`config.mk`:
```
export PLATFORM = sky130hd
export DESIGN_NAME = mem_arbiter
export DESIGN_NICKNAME = d
export VERILOG_FILES = /design/src/rtl/mem_pkg.sv /design/src/rtl/mem_arb_pick.sv /design/src/rtl/mem_arbiter.sv
export SDC_FILE = /design/constraint.sdc
export NUM_CORES = 1
export LEC_CHECK = 0
export BUFFER_PORTS_ARGS = -buffer_cell sky130_fd_sc_hd__clkbuf_2
export CAP_MARGIN = 30
export CORE_ASPECT_RATIO = 0.7
export CORE_MARGIN = 2
export CORE_UTILIZATION = 54
export CTS_BUF_LIST = sky130_fd_sc_hd__clkbuf_2 sky130_fd_sc_hd__clkbuf_4 sky130_fd_sc_hd__clkbuf_8
export CTS_CLUSTER_DIAMETER = 200
export CTS_CLUSTER_SIZE = 12
export DETAILED_ROUTE_END_ITERATION = 10
export PLACE_DENSITY = 0.9
export SYNTH_ARGS = -nofsm -noshare
export SYNTH_HDL_FRONTEND = slang
export SYNTH_SLANG_ARGS = --single-unit
```
`constraint.sdc`:
```
create_clock -name clk -period 7.8 [get_ports clk]
set_input_delay 1.56 -clock clk [delete_from_list [all_inputs] [get_ports clk]]
set_output_delay 1.56 -clock clk [all_outputs]
set_load 0.01 [all_outputs]
```
`src/rtl/mem_pkg.sv`:
```
// Shared definitions for the memory arbiter and the word RAM it fronts.
package mem_pkg;

    // Default RAM depth in 32-bit words; the RAM uses the same constant.
    localparam int MEM_SIZE_DFLT = 1024;

    typedef enum logic [1:0] {
        IDLE   = 2'd0,
        ACCESS = 2'd1,
        RESP   = 2'd2
    } state_t;

    typedef enum logic {
        GNT_IF = 1'b0,
        GNT_D  = 1'b1
    } gnt_t;

endpackage

```
`src/rtl/mem_arb_pick.sv`:
```
// Winner select between fetch and data requests, plus the data-run counter
// update that bounds how long fetch can be starved.
module mem_arb_pick
    import mem_pkg::*;
#(
    parameter int MAX_DATA_RUN = 4
) (
    input  logic       if_req,
    input  logic       d_req,
    input  logic [3:0] run_cnt,
    output logic       any_req,
    output logic       gnt,
    output logic [3:0] run_cnt_nxt
);

    // Data wins unless it has already won MAX_DATA_RUN times in a row
    // while fetch was waiting; the counter only tracks runs that starve fetch.
    always_comb begin
        any_req     = if_req | d_req;
        gnt         = GNT_IF;
        run_cnt_nxt = 4'd0;
        if (d_req && !(if_req && (run_cnt == 4'(MAX_DATA_RUN)))) begin
            gnt = GNT_D;
        end
        if ((gnt == GNT_D) && if_req) begin
            run_cnt_nxt = run_cnt + 4'd1;
        end
    end

endmodule

```
`src/rtl/mem_arbiter.sv`:
```
// Shares the single-port word RAM between instruction fetch and load/store.
// Every access runs IDLE -> ACCESS -> RESP; the RAM is driven only while in
// ACCESS and only from registered address/data/strobe sources.
module mem_arbiter
    import mem_pkg::*;
#(
    parameter int MEM_SIZE     = MEM_SIZE_DFLT,
    parameter int MAX_DATA_RUN = 4
) (
    input  logic        clk,
    input  logic        rst,
    input  logic        if_req,
    input  logic [31:0] if_adr,
    output logic        if_ack,
    output logic [31:0] if_rdata,
    input  logic        d_req,
    input  logic        d_we,
    input  logic [31:0] d_adr,
    input  logic [31:0] d_wdata,
    output logic        d_ack,
    output logic [31:0] d_rdata,
    output logic        d_err,
    output logic [31:0] ram_adr,
    output logic        ram_load,
    output logic [31:0] ram_in,
    input  logic [31:0] ram_out
);

    state_t      state;
    logic        gnt_r;
    logic [31:0] adr_r;
    logic [31:0] wdata_r;
    logic        we_r;
    logic        oor_r;
    logic [3:0]  run_cnt;

    logic        any_req;
    logic        pick_gnt;
    logic [3:0]  run_cnt_nxt;
    logic [31:0] adr_sel;
    logic        oor_sel;

    mem_arb_pick #(
        .MAX_DATA_RUN(MAX_DATA_RUN)
    ) u_pick (
        .if_req     (if_req),
        .d_req      (d_req),
        .run_cnt    (run_cnt),
        .any_req    (any_req),
        .gnt        (pick_gnt),
        .run_cnt_nxt(run_cnt_nxt)
    );

    // Address of the would-be winner and its range check, used at the grant edge.
    always_comb begin
        adr_sel = (pick_gnt == GNT_D) ? d_adr : if_adr;
        oor_sel = (adr_sel >= 32'(MEM_SIZE));
    end

    // RAM drive: decoded from registered state so an async reset drops the
    // write strobe immediately; everything is zero outside ACCESS.
    always_comb begin
        ram_adr  = '0;
        ram_in   = '0;
        ram_load = 1'b0;
        if (state == ACCESS) begin
            ram_adr  = adr_r;
            ram_in   = wdata_r;
            ram_load = we_r & (gnt_r == GNT_D) & ~oor_r;
        end
    end

    // Access sequencer: grant in IDLE, capture read data in ACCESS, pulse ack in RESP.
    always_ff @(posedge clk or posedge rst) begin
        if (rst) begin
            state    <= IDLE;
            gnt_r    <= GNT_IF;
            adr_r    <= '0;
            wdata_r  <= '0;
            we_r     <= 1'b0;
            oor_r    <= 1'b0;
            run_cnt  <= 4'd0;
            if_ack   <= 1'b0;
            d_ack    <= 1'b0;
            d_err    <= 1'b0;
            if_rdata <= '0;
            d_rdata  <= '0;
        end else begin
            case (state)
                IDLE: begin
                    if (any_req) begin
                        gnt_r   <= pick_gnt;
                        adr_r   <= adr_sel;
                        wdata_r <= d_wdata;
                        we_r    <= (pick_gnt == GNT_D) & d_we;
                        oor_r   <= oor_sel;
                        run_cnt <= run_cnt_nxt;
                        state   <= ACCESS;
                    end
                end
                ACCESS: begin
                    if (gnt_r == GNT_D) begin
                        d_rdata <= (we_r | oor_r) ? 32'd0 : ram_out;
                        d_ack   <= 1'b1;
                        d_err   <= oor_r;
                    end else begin
                        if_rdata <= oor_r ? 32'd0 : ram_out;
                        if_ack   <= 1'b1;
                    end
                    state <= RESP;
                end
                RESP: begin
                    if_ack <= 1'b0;
                    d_ack  <= 1'b0;
                    d_err  <= 1'b0;
                    state  <= IDLE;
                end
                default: begin
                    state <= IDLE;
                end
            endcase
        end
    end

endmodule
```
Word level (Yosys, flattened, before mapping)
Cells that the tools add are included.
- output and inout port bits: 132
- bits in read-only memories: 0
- memories: 0
- latch bits: 0
- input port bits: 133
- word-level logic and storage cells: 54
- bits in registers: 140
- RAM bits: 0
- $add $sub $neg: 1
- reduce and logical (&&, ||, !) cells: 11
- equal/unequal tests: 6
- mux-type cells: 16
- magnitude comparators: 1
- shifts and indexed selects: 0
- multiply operators: 0
- bitwise logic cells: 7
- div/mod/pow operators: 0
- operators by type and width (operator ; count):
    $mux 32 ; 5
    $ge 32x11->1 const B ; 1
    $reduce_and 2->1 ; 5
    $ne 2x2->1 const B ; 3
    $pmux 1 s2 ; 3
    $mux 1 ; 5
    $add 4x1->4 const B ; 1
    $eq 4x3->1 const B ; 1
    $mux 4 ; 1
    $pmux 2 s2 ; 1
    $and 1x1->1 ; 3
    $logic_and 1x1->1 ; 3
    $eq 2x1->1 const B ; 1
    $eq 2x2->1 const B ; 1
    $logic_not 2->1 ; 1
    $mux 2 ; 1
    $not 1->1 ; 2
    $or 1x1->1 ; 2
    $reduce_bool 2->1 ; 1
    $logic_not 1->1 ; 1

Longest topological paths before layout
- depth in word-level cells: 7
- depth in mapped cells: 7
- depth with buffers taken out: 6

By module
From an unflattened synthesis, not the netlist that was laid out.
- cells, all modules: 640
- area, all modules: 6369.9 sq um
- by module, submodules not included (module ; area an instance (sq um) ; instances ; cells each ; seq. area each (sq um)):
    mem_arbiter ; 6261.0 ; 1 ; 623 ; 3503.4
    mem_arb_pick ; 108.9 ; 1 ; 17 ; 0.0

Least setup slack after synthesis
Ideal clock, no wire load.
- kind: reg-to-output
- from: register state[1]
- to: output ram_load
- cell stages (with the launch flop): 6
- slack: 4.974 ns
- arrival: 1.266 ns
- cell sequence: dfrtp_1 -> and2b_2 -> nand2_1 -> buf_4 -> buf_4 -> nor3b_2
- word-level cells in the longest chain between the ends: 2
- ends and longest elaborated chain (element ; RTL line ; source):
    start: declaration ; mem_arbiter.sv:29 ; state_t state;
    start signal: assignment ; mem_arbiter.sv:76 ; state <= IDLE;
    start signal: assignment ; mem_arbiter.sv:98 ; state <= ACCESS;
    start signal: assignment ; mem_arbiter.sv:110 ; state <= RESP;
    $eq 2x1->1 ; mem_arbiter.sv:66 ; if (state == ACCESS) begin
    $mux 1 ; mem_arbiter.sv:66 ;
    end: declaration ; mem_arbiter.sv:24 ; output logic ram_load,
Every way passes these cells.

Final worst setup path
Same ends and word-level chain as after synthesis.

==> impl_metrics.ini <==
[outcome]
status = complete, no violations

[timing]
max_freq_mhz = 249
drv_slew = 0
fin_ws_ns = 3.78
tns_ns = 0
hold_viol_final = 0
clock_skew_ns = 0.0137
fin_crit_ns = 4.02
rsz0062_at_grt = no
relSlewSlack_pct = 36.3
setup_viol = 0
worstMarginPinSlew_ns = 0.956
fin_crit_sh_pct = 51.5

[synth]
ys_seq_area_share_pct = 54.5
synth_top_area_share_pct = 54.5
synth.distinct_cells = 39
synth_area_per_cell_um2 = 9.16
ys.warnings.count = 0
syn_area_um2 = 6430
synth.largest_area_cell = dfrtp_1
ys_ff_latch = 140
syn_nets = 837
netlist_instances = 702
synth_area_leaders = dfrtp_1 (55%), nand2_1 (14%), and2_1 (6.2%), o21ai_0 (5.4%), mux2i_1 (5.1%)

[setup_path]
cp-start-kind = flip-flop
reg2reg_from = state[1]
crit_required_ns = 6.24
critPathMaxFanout = 67
setup.worst_path.class = reg -> out
reg2reg_depth = 4
cp-end-kind = primary output
worstPathArrival_ns = 2.46
r2r_slack_ns = 5.42
timing.rr.end = if_rdata[7]

[hold_path]
holdPathStages = 2
holdPathEnd = wdata_r[28]
hold_start = wdata_r[28]
hp-class = reg -> reg

[routing]
drt-total-wl_um = 15900
postRouteAntennaNets = 0
wl_met3_um = 1310
wl_met1_um = 6890
routed-wl-met2_um = 7390
wl_per_cell_um = 14.2
num_vias = 5626
drt_iter0_markers = 292
viasPerCell = 5.05
drc_errors = 0
highest_layer = met4
dr.pass1.iters = 4

[floorplanning]
io_pins = 265
start_util_pct = 55.2
dieArea_um2 = 12800
die_y_um = 95.3
rows = 33
dieWidth_um = 134
core-area_um2 = 11600

[clock_network]
holdBufCountCts = 0
numCtsBuffers = 17
worstSkewPairLatency_ns = 0.43
cts_tree = built
postCtsSetupBuffers = 0
cts_htree_levels = 4
clockBufferDepth = 2
clkTransAtPathRegs_ns = 0.08
cts_resized = 0
cts.sinks = 140
root_buffer = clkbuf_8

[power]
p_leak_nw = 4.36
ir_worst_vdd_mv = 0.220
power_w = 0.00293
powerDensity_nw_per_um2 = 357

[final_layout]
fillers = 880
n_antenna_cell = 0
multiInputGateArea_um2 = 2660
nNetsFinal = 1080
drive_gt1_share_pct = 32.8
instances_no_fill = 1115
area_growth_pct = 27.9
regArea_um2 = 3500

[global_routing]
grt.total_usage_pct = 25.3
antenna_found_initial = 0
grt_pass1_wl_um = 25100
overflow = 0
grt_max_degree = 104
first_global_vias = 5044

[placed_design]
pre_cts_slack_ns = 3.56
gp_congestion = 0.915
place_inst = 1082
io_buffers = 264
dp_hpwl_um = 11300

[job]
maxCapViolations = 0
==> cell type report <==
| class | count | area share [%] |
|---|---|---|
| Clock buffer | 19 | 3.18 |
| Clock inverter | 13 | 2.15 |
| Inverter | 7 | 0.381 |
| Multi-Input combinational cell | 509 | 32.3 |
| Sequential cell | 140 | 42.6 |
| Tap cell | 157 | 2.39 |
| Timing Repair Buffer | 270 | 16.9 |
==> per-layer routing <==
metal	vias to the layer above	track usage (%)
met5	-	0
met4	0	7.89
met3	21	6.91
met2	223	38.9
met1	2610	35.2
li1	2772	-
==> where the power goes <==
part | internal [W] | leakage [nW] | switching, W | total (W)
Clock | 0.000342 | 0.219 | 0.000296 | 0.000638
Sequential | 0.00101 | 1.81 | 0.000159 | 0.00117
Combinational | 0.000431 | 2.34 | 0.000697 | 0.00113
Total | 0.00178 | 4.36 | 0.00115 | 0.00293
==> layout by cell type, fill, tap and decap left out, types with 2 or more instances in the layout <==
cell type  instances
clkbuf_2         264
nand2_1          232
dfrtp_1          140
o21ai_0           69
and2_1            64
o21ai_1           33
mux2i_1           33
nand2b_1          32
clkbuf_8          19
inv_6              8
nor2_1             6
inv_1              5
nor4_1             5
nand4_1            4
buf_4              4
a21oi_1            3
bufinv_16          3
nand2_2            2
nand3_1            2
nand3b_1           2
nor4b_1            2
nor3_1             2
ha_1               2
clkinv_4           2
buf_12             2
==> critical path, stage by stage (launching register included) <==
cell	delay, ns
dfrtp_1	0.43
and2b_2	0.86
nand2_2	0.14
buf_12	0.23
nor3b_2	0.19
clkbuf_2	0.15
==> flip-flops by register name, indices dropped and copies added, names as in the netlist, 2 cells and up <==
| name | cells |
|---|---|
| wdata_r | 32 |
| d_rdata | 32 |
| if_rdata | 32 |
| state | 2 |
| run_cnt | 4 |
| adr_r | 32 |
==> kinds of logic after synthesis <==
group / Yosys count / share of synthesized area (%)
adders and majority gates: 2 / 0.389
muxes: 33 / 5.14
AOI/OAI and AO/OA: 113 / 9.31
and+or+nand+nor: 361 / 26.3
buffers and inverters: 53 / 4.32
DFF: 140 / 54.5
==> cell usage after synthesis, drive strengths merged <==
cell type and n:
and2 64, nor2 7, inv 7, o21ai 103
or3 1, nor4 5, o2bb2ai 1, a21o 1
nand4b 1, nand2b 32, nand2 235, or2 1
ha 2, a32o 1, buf 27, nand4 4
o211ai 1, or4 1, o22ai 1, a2111oi 1
and2b 1, a21oi 3, a22o 1, nor4b 2
nand3 2, clkbuf 19, nor3 2, dfrtp 140
nand3b 2, mux2i 33, nor3b 1
==> through the flow <==
stage | utilization, % | cell area [um^2] | hold slack [ns]
after floorplan | - | 6430 | 0.437
after global placement | 66.5 | 7740 | 0.449
after detailed placement | 66.7 | 7760 | 0.454
after CTS | 70.4 | 8200 | 0.473
after global routing | 70.6 | 8220 | 0.490
final | 70.6 | 8220 | 0.472
==> how the worst max path moves through the flow <==
| stage | start | end | slack, ns | cells past startpoint |
|---|---|---|---|---|
| after floorplan | rst | adr_r[0] | 2.49 | 1 |
| after global placement | state[1] | ram_load | 3.59 | 4 |
| after detailed placement | state[1] | ram_load | 3.56 | 4 |
| after CTS | state[1] | ram_load | 3.08 | 4 |
| after global routing | state[1] | ram_load | 3.60 | 5 |
| final | state[1] | ram_load | 3.78 | 5 |
Note: power is estimated with default switching activity, not from simulation.
